`config.mk`:
```
export PLATFORM = sky130hd
export DESIGN_NAME = reg_write_arbiter_flat
export DESIGN_NICKNAME = d
export VERILOG_FILES = /design/src/rtl/reg_write_arbiter_if.sv /design/src/rtl/reg_write_arbiter.sv /design/src/flat_wrapper.sv
export SDC_FILE = /design/constraint.sdc
export NUM_CORES = 1
export LEC_CHECK = 0
export ABC_AREA = 1
export CORE_ASPECT_RATIO = 1.2
export CORE_MARGIN = 2
export CORE_UTILIZATION = 25
export DETAILED_ROUTE_END_ITERATION = 12
export GPL_TIMING_DRIVEN = 0
export SYNTH_ARGS = -nofsm -noshare
export SYNTH_HDL_FRONTEND = slang
export SYNTH_SLANG_ARGS = --single-unit
```
`constraint.sdc`:
```
create_clock -name clk -period 1.9 [get_ports clk]
set_input_delay 0.38 -clock clk [delete_from_list [all_inputs] [get_ports clk]]
set_output_delay 0.38 -clock clk [all_outputs]
set_load 0.03 [all_outputs]
```
`src/rtl/reg_write_arbiter_if.sv`:
```
// Bus bundle for reg_write_arbiter: request/data side plus the shared register view.
// REG_ARB_PARITY_EN adds q_par to the bundle.
interface reg_write_arbiter_if #(
   parameter int NUM_REQ = 4,
   parameter int DATA_W  = 8
);
   localparam int IDX_W = $clog2(NUM_REQ);

   logic                      clr;
   logic [NUM_REQ-1:0]        req;
   logic [NUM_REQ*DATA_W-1:0] wdata;
   logic [NUM_REQ-1:0]        ack;
   logic [DATA_W-1:0]         q;
   logic [IDX_W-1:0]          q_owner;
   logic                      q_valid;
   logic                      busy;
`ifdef REG_ARB_PARITY_EN
   logic                      q_par;

   modport master (
      output clr, req, wdata,
      input  ack, q, q_owner, q_valid, busy, q_par
   );

   modport slave (
      input  clr, req, wdata,
      output ack, q, q_owner, q_valid, busy, q_par
   );
`else
   modport master (
      output clr, req, wdata,
      input  ack, q, q_owner, q_valid, busy
   );

   modport slave (
      input  clr, req, wdata,
      output ack, q, q_owner, q_valid, busy
   );
`endif
endinterface

```
`src/rtl/reg_write_arbiter.sv`:
```
// Round-robin arbiter sharing one holding register among NUM_REQ writers (IDLE/CAPTURE/ACK).
// Optional REG_ARB_PARITY_EN: registers even parity of q as q_par.
module reg_write_arbiter #(
   parameter int NUM_REQ = 4,
   parameter int DATA_W  = 8
) (
   input logic                clk,
   input logic                rst_n,
   reg_write_arbiter_if.slave bus
);
   localparam int IDX_W = $clog2(NUM_REQ);

   typedef enum logic [1:0] {
      IDLE    = 2'd0,
      CAPTURE = 2'd1,
      ACK     = 2'd2
   } state_t;

   state_t             state;
   state_t             state_nxt;
   logic [IDX_W-1:0]   ptr;
   logic [IDX_W-1:0]   gnt;
   logic [IDX_W-1:0]   pick;
   logic [IDX_W-1:0]   idx;
   logic               found;
   logic [DATA_W-1:0]  sel_data;
   logic [NUM_REQ-1:0] ack_r;
   logic [DATA_W-1:0]  q_r;
   logic [IDX_W-1:0]   owner_r;
   logic               valid_r;

   always_ff @(posedge clk or negedge rst_n) begin
      if (!rst_n) state <= IDLE;
      else        state <= state_nxt;
   end

   // clr wins over req: no grant in a clearing cycle.
   always_comb begin
      state_nxt = state;
      case (state)
         IDLE:    if (!bus.clr && (|bus.req)) state_nxt = CAPTURE;
         CAPTURE: state_nxt = ACK;
         ACK:     state_nxt = IDLE;
         default: state_nxt = IDLE;
      endcase
   end

   always_comb begin
      pick  = ptr;
      found = 1'b0;
      idx   = '0;
      for (int unsigned k = 1; k <= NUM_REQ; k++) begin
         idx = IDX_W'((32'(ptr) + k) % NUM_REQ);
         if (!found && bus.req[idx]) begin
            pick  = idx;
            found = 1'b1;
         end
      end
   end

   always_comb begin
      sel_data = '0;
      for (int unsigned i = 0; i < NUM_REQ; i++) begin
         if (gnt == IDX_W'(i)) sel_data = bus.wdata[i*DATA_W +: DATA_W];
      end
   end

`ifdef REG_ARB_PARITY_EN
   logic q_par_r;
`endif

   always_ff @(posedge clk or negedge rst_n) begin
      if (!rst_n) begin
         ptr     <= IDX_W'(NUM_REQ - 1);
         gnt     <= '0;
         ack_r   <= '0;
         q_r     <= '0;
         owner_r <= '0;
         valid_r <= 1'b0;
`ifdef REG_ARB_PARITY_EN
         q_par_r <= 1'b0;
`endif
      end else begin
         ack_r <= '0;
         case (state)
            IDLE: begin
               if (bus.clr) begin
                  q_r     <= '0;
                  valid_r <= 1'b0;
`ifdef REG_ARB_PARITY_EN
                  q_par_r <= 1'b0;
`endif
               end else if (|bus.req) begin
                  gnt <= pick;
               end
            end
            CAPTURE: begin
               q_r     <= sel_data;
               owner_r <= gnt;
               valid_r <= 1'b1;
               ack_r   <= NUM_REQ'(1) << gnt;
`ifdef REG_ARB_PARITY_EN
               q_par_r <= ^sel_data;
`endif
            end
            ACK:     ptr <= gnt;
            default: ;
         endcase
      end
   end

   assign bus.ack     = ack_r;
   assign bus.q       = q_r;
   assign bus.q_owner = owner_r;
   assign bus.q_valid = valid_r;
   assign bus.busy    = (state != IDLE);
`ifdef REG_ARB_PARITY_EN
   assign bus.q_par   = q_par_r;
`endif

endmodule
```
`src/flat_wrapper.sv`:
```
// flat-port wrapper written by rule: the top's interface ports become plain ports
module reg_write_arbiter_flat 
#(
   parameter int NUM_REQ = 4,
   parameter int DATA_W  = 8
)
  (clk, rst_n, bus_clr, bus_req, bus_wdata, bus_ack, bus_q, bus_q_owner, bus_q_valid, bus_busy);
  reg_write_arbiter_if #(.NUM_REQ(NUM_REQ), .DATA_W(DATA_W)) bus_i ();
  input logic clk;
  input logic rst_n;
  input wire logic [$bits(bus_i.clr)-1:0] bus_clr;
  input wire logic [$bits(bus_i.req)-1:0] bus_req;
  input wire logic [$bits(bus_i.wdata)-1:0] bus_wdata;
  output wire logic [$bits(bus_i.ack)-1:0] bus_ack;
  output wire logic [$bits(bus_i.q)-1:0] bus_q;
  output wire logic [$bits(bus_i.q_owner)-1:0] bus_q_owner;
  output wire logic [$bits(bus_i.q_valid)-1:0] bus_q_valid;
  output wire logic [$bits(bus_i.busy)-1:0] bus_busy;
  assign bus_i.clr = bus_clr;
  assign bus_i.req = bus_req;
  assign bus_i.wdata = bus_wdata;
  assign bus_ack = bus_i.ack;
  assign bus_q = bus_i.q;
  assign bus_q_owner = bus_i.q_owner;
  assign bus_q_valid = bus_i.q_valid;
  assign bus_busy = bus_i.busy;
  reg_write_arbiter #(.NUM_REQ(NUM_REQ), .DATA_W(DATA_W)) u_core (.clk(clk), .rst_n(rst_n), .bus(bus_i));
endmodule
```
== After elaboration in Yosys (flattened, before gate mapping) ==
Cells that the tools add are included.

* Flip-flop bits (word level): 21
* Input bits: 39
* Output and inout port bits: 16
* Logic and storage cells: 65

* Add/sub/neg operators: 4
* Magnitude comparators: 4
* Equal/unequal tests: 7
* Shift operators: 1
* Muxes and demuxes: 26
* Bitwise operators: 1
* Reductions and logical operators: 15

{| class="wikitable"
|+ Operators by type and width
! operator !! count
|-
| $mux 8 || 5
|-
| $pmux 8 s2 || 1
|-
| $lt 2x3->1 const B || 4
|-
| $mux 2 || 5
|-
| $bmux 1 s2 || 4
|-
| $mux 1 || 8
|-
| $eq 2x2->1 const B || 3
|-
| $add 2x1->2 const B || 2
|-
| $add 2x2->2 const B || 2
|-
| $eq 2x1->1 const B || 2
|-
| $logic_and 1x1->1 || 4
|-
| $logic_not 1->1 || 4
|-
| $logic_not 2->1 || 2
|-
| $mux 4 || 1
|-
| $pmux 2 s2 || 1
|-
| $reduce_bool 2->1 || 2
|-
| $reduce_or 4->1 || 1
|-
| $shl 1x2->4 const A || 1
|-
| $reduce_and 3->1 || 1
|-
| $ne 2x1->1 const B || 1
|-
| $ne 2x2->1 const B || 1
|-
| $pmux 1 s2 || 1
|-
| $reduce_and 2->1 || 1
|-
| $not 1->1 || 1
|}

== Logic depth before layout (Yosys ltp) ==
* Word-level depth: 13
* Gate-level depth with buffers: 12
* Depth with buffers taken out: 11

== Least setup slack after synthesis ==
No wires, ideal clock.

* Path kind: reg2reg
* Start: register u_core.ptr[0]
* End: register u_core.gnt[1]
* Library setup time: 0.116 ns
* Arrival time: 1.277 ns
* Data required time: 1.784 ns
* Path slack: 0.507 ns
* Stages on the path, launching flop included: 13
* Path buffers: 1
* Period minus slack after synthesis: 1.393 ns
* Cells stage by stage: dfstp_2 buf_6 inv_6 nand2_1 nand2_1 nand2_4 nand2_4 nor2_4 nand2_2 nand3_2 nand2_1 nand2_1 nand2_1

* Word-level cells in the longest chain between the ends: 13
* Elaborated cells between the ends (all ways): 25
* Classes of those cells: add/sub: 4; mux: 15; reduce/logical: 6

{| class="wikitable"
|+ RTL lines
! element !! line !! text
|-
| start: declaration || reg_write_arbiter.sv:21 || <nowiki>logic [IDX_W-1:0] ptr;</nowiki>
|-
| start signal: assignment || reg_write_arbiter.sv:74 || <nowiki>ptr <= IDX_W'(NUM_REQ - 1);</nowiki>
|-
| start signal: assignment || reg_write_arbiter.sv:106 || <nowiki>ACK: ptr <= gnt;</nowiki>
|-
| $add 2x1->2 || reg_write_arbiter.sv:53 || <nowiki>idx = IDX_W'((32'(ptr) + k) % NUM_REQ);</nowiki>
|-
| $bmux 1 s2 || reg_write_arbiter.sv:54 || <nowiki>if (!found && bus.req[idx]) begin</nowiki>
|-
| $mux 1 (not written as such) || reg_write_arbiter.sv:54 ||
|-
| $mux 1 || reg_write_arbiter.sv:54 ||
|-
| $logic_not 1->1 || reg_write_arbiter.sv:54 ||
|-
| $logic_and 1x1->1 || reg_write_arbiter.sv:54 ||
|-
| $mux 1 || reg_write_arbiter.sv:54 ||
|-
| $logic_not 1->1 || reg_write_arbiter.sv:54 ||
|-
| $logic_and 1x1->1 || reg_write_arbiter.sv:54 ||
|-
| $mux 1 || reg_write_arbiter.sv:54 ||
|-
| $logic_not 1->1 || reg_write_arbiter.sv:54 ||
|-
| $logic_and 1x1->1 || reg_write_arbiter.sv:54 ||
|-
| $mux 2 (*) || reg_write_arbiter.sv:54 ||
|-
| end signal: assignment || reg_write_arbiter.sv:94 || <nowiki>gnt <= pick;</nowiki>
|-
| end: declaration || reg_write_arbiter.sv:22 || <nowiki>logic [IDX_W-1:0] gnt;</nowiki>
|}

Every way passes the cells marked *; elsewhere a longest branch is shown, timed or not. The select of a mux whose other input is x is not followed.
A chain may end at the register's enable or synchronous reset.

== Worst setup path in the final report ==
* Start: register u_core.owner_r[1], in the netlist u_core.bus.q_owner[1]
* End: output port bus_q_owner[1]

{| class="wikitable"
|+ RTL lines
! element !! line !! text
|-
| start: declaration || reg_write_arbiter.sv:29 || <nowiki>logic [IDX_W-1:0] owner_r;</nowiki>
|-
| start signal: assignment || reg_write_arbiter.sv:99 || <nowiki>owner_r <= gnt;</nowiki>
|-
| end: declaration || flat_wrapper.sv:16 || <nowiki>output wire logic [$bits(bus_i.q_owner)-1:0] bus_q_owner;</nowiki>
|}

No word-level cell between the ends.

==> flow_summary.yaml <==
worst_setup_path:
  required_ns: 1.52
  path_class: "reg2out"
  cp.buffers_inverters: 1
  slowest_delay_ns: 0.68
  crit_family: "buffers and inverters"
  worstPathArrival_ns: 1.32
  cp_slowest_cell: "clkdlybuf4s50_1"
  critPathCaptureType: "output port"
  cp-start-kind: "register"
  cp_max_fo: 2
  path_cells: "clkdlybuf4s50_1"
die:
  core-area_um2: 4870
  die_x_um: 68.68
  dieArea_um2: 5605
  start_util_pct: 25.77
  io_pins: 55
  rows: 28
  die_y_um: 81.61
drt:
  antenna_left: 0
  wl_met3_um: 124
  vias: 1281
  wl_um: 3563
  wl_per_cell_um: 12.77
  wl_met2_um: 1774
  highest_layer: "met4"
  drt_iter0_drc: 47
  drc: 0
  routed_via_density: 4.591
  wl_met1_um: 1550
  drtPass1Iterations: 4
place:
  dp.cells: 275
  place_congestion: 0.8510
  io_buffers: 54
  hpwl_um: 2685
timing:
  min_period_ns: 1.698
  skew_ns: 0.002693
  worst_pin_slew_ns: 0.9616
  hold_violations: 0
  maxSlewHeadroom_pct: 35.69
  setup-tns-final_ns: 0
  slew_viol_final: 0
  rsz0062_at_grt: "no"
  setup_violations: 0
  final.period_utilization_pct: 89.37
  max_freq_mhz: 588.9
worst_hold_path:
  hold_path.class: "reg2reg"
cells_and_area:
  final_cell_count_no_fill: 279
  areaGrowthSynthToFinish_pct: 52.84
  n_antenna_cell: 0
  drive_above_1_share_pct: 13.24
  fin_nets: 259
cts:
  cts_root_buf: "clkbuf_8"
  post_cts_buffers: 0
  htreeDepth: 1
  clock_sinks: 21
  cts_tree: "done"
  cts.clk_slew.worst_paths_ns: 0.08
  cts_inserted_buffers: 3
  clk_latency_ns: 0.26
  cts_max_path_buffers: 2
logic_synthesis:
  synth_area_leaders: "dfrtp_1 38%, nand2_1 15%, o211ai_1 9.6%, o21ai_0 5.2%, nand3_1 4.8%"
  synth_commonest_cells: "51 x nand2_1, 19 x dfrtp_1, 16 x o211ai_1"
  ys_warn_count: 0
  syn_nets: 200
  synthCells: 161
  synth_ff_type: "dfrtp_1"
  synth_area_um2: 1255
  synth_compound_area_share_pct: 16.95
  synth_cell_type_count: 26
  synth_edf_count: 0
  synthSimpleGateAreaFrac_pct: 31.01
  synth_xor_area_share_pct: 0.6979
  ys_seq_area_share_pct: 42.07
  synth_top_family_by_area: "simple AND/OR/NAND/NOR gates"
  ys_ff_latch: 21
  synth.most_common_cell: "nand2_1"
  avgSynthCellArea_um2: 7.795
  yosysTopAreaCellShare_pct: 37.89
  synthArstFlopShare_pct: 100.0
  synth_top_cell_by_area: "dfrtp_1"
  synth_mux_area_share_pct: 0
  yosys.area_share.adder_pct: 0
grt:
  grt_max_degree: 22
  antenna_found_initial: 0
  grt_usage_pct: 13.43
  grt_pass1_vias: 1177
  grt_first_pass_wirelength_um: 5630
  grt.overflow.total: 0
status:
  status: "completed"
power_and_ir_drop:
  leakagePower_nw: 0.8422
  power_density_nw_per_um2: 1347
  power_w: 0.002583
  irDropWorstVdd_uv: 542.6
flow_run:
  cap_violations: 0
[state kept, by name, indices dropped and copies added, names as in the netlist]
register and count:
u_core.state 2, u_core.bus.q_valid 1, u_core.ptr 2, u_core.bus.q_owner 2, u_core.bus.ack 4, u_core.gnt 2, u_core.bus.q 8
[cell usage in the layout, fill, tap and decap left out, types with 2 or more instances in the layout]
master,n
clkdlybuf4s50_1,53
nand2_1,51
dfrtp_1,19
o211ai_1,16
inv_1,13
o21ai_0,13
nand3_1,12
inv_2,5
nand2_2,5
nor3_1,3
nand2_4,3
clkbuf_8,3
nor2_1,2
buf_2,2
buf_6,2
clkbuf_1,2
dfstp_2,2
[logic make-up (layout without fill, tap and decap cells)]
kind of cell           after synthesis  in the layout
flip-flops                          21             21
AND/OR/NAND/NOR                     81             81
AO/OA/AOI/OAI                       33             33
buffers and inverters               25             83
XOR/XNOR                             1              1
[final timing paths]
kind                                             from               endpoint  slack, ns  cells after the start
worst max-delay path            u_core.bus.q_owner[1]         bus_q_owner[1]       0.20                      1
worst min-delay path            u_core.bus.q_owner[0]  u_core.bus.q_owner[0]       0.51                      2
worst max register to register          u_core.ptr[0]          u_core.gnt[1]       0.39                     12
worst min register to register  u_core.bus.q_owner[0]  u_core.bus.q_owner[0]       0.51                      2
max in group asynchronous                       rst_n        u_core.bus.q[7]       0.67                      1
min in group asynchronous                       rst_n        u_core.bus.q[2]       0.65                      1
[report_power, final]
| part | internal (W) | switching (W) | total, W |
|---|---|---|---|
| Sequential | 0.000610 | 0.000112 | 0.000722 |
| Clock | 0.000148 | 0.000154 | 0.000302 |
| Combinational | 0.000605 | 0.000954 | 0.00156 |
| Total | 0.00136 | 0.00122 | 0.00258 |
[stage by stage]
step,worst slack (ns),instance area [um2],utilization [%],hold WS (ns)
final,0.2020,1918,39.39,0.5061
after global routing,0.1323,1918,39.39,0.5548
after CTS,0.1858,1918,39.39,0.5191
after detailed placement,-0.02275,1871,38.41,0.4953
after global placement,0.002429,1871,38.41,0.4821
after floorplan,0.5067,1255,-,0.08441
[final cells by class]
cell class,count,area [um2]
multi-input cells,115,610.6
flip-flops and latches,21,528.0
inverters,19,76.32
plain buffers,6,40.04
clock inverters,1,7.507
well taps,60,75.07
fillers,521,2952
clock buffers,3,41.29
repair buffers,54,539.3
[metal layers]
metal	GRT usage [%]	up-vias
li1	-	648
met1	17.91	596
met2	21.25	28
met3	1.781	9
met4	6.200	0
met5	0	-
[timing repair]
action                     CTS  global route
setup endpoints to repair    1             0
resized for setup            1             0
hold buffers                 0             0
hold endpoints to repair     0             0
No activity file was read; power rests on OpenSTA's default activity.
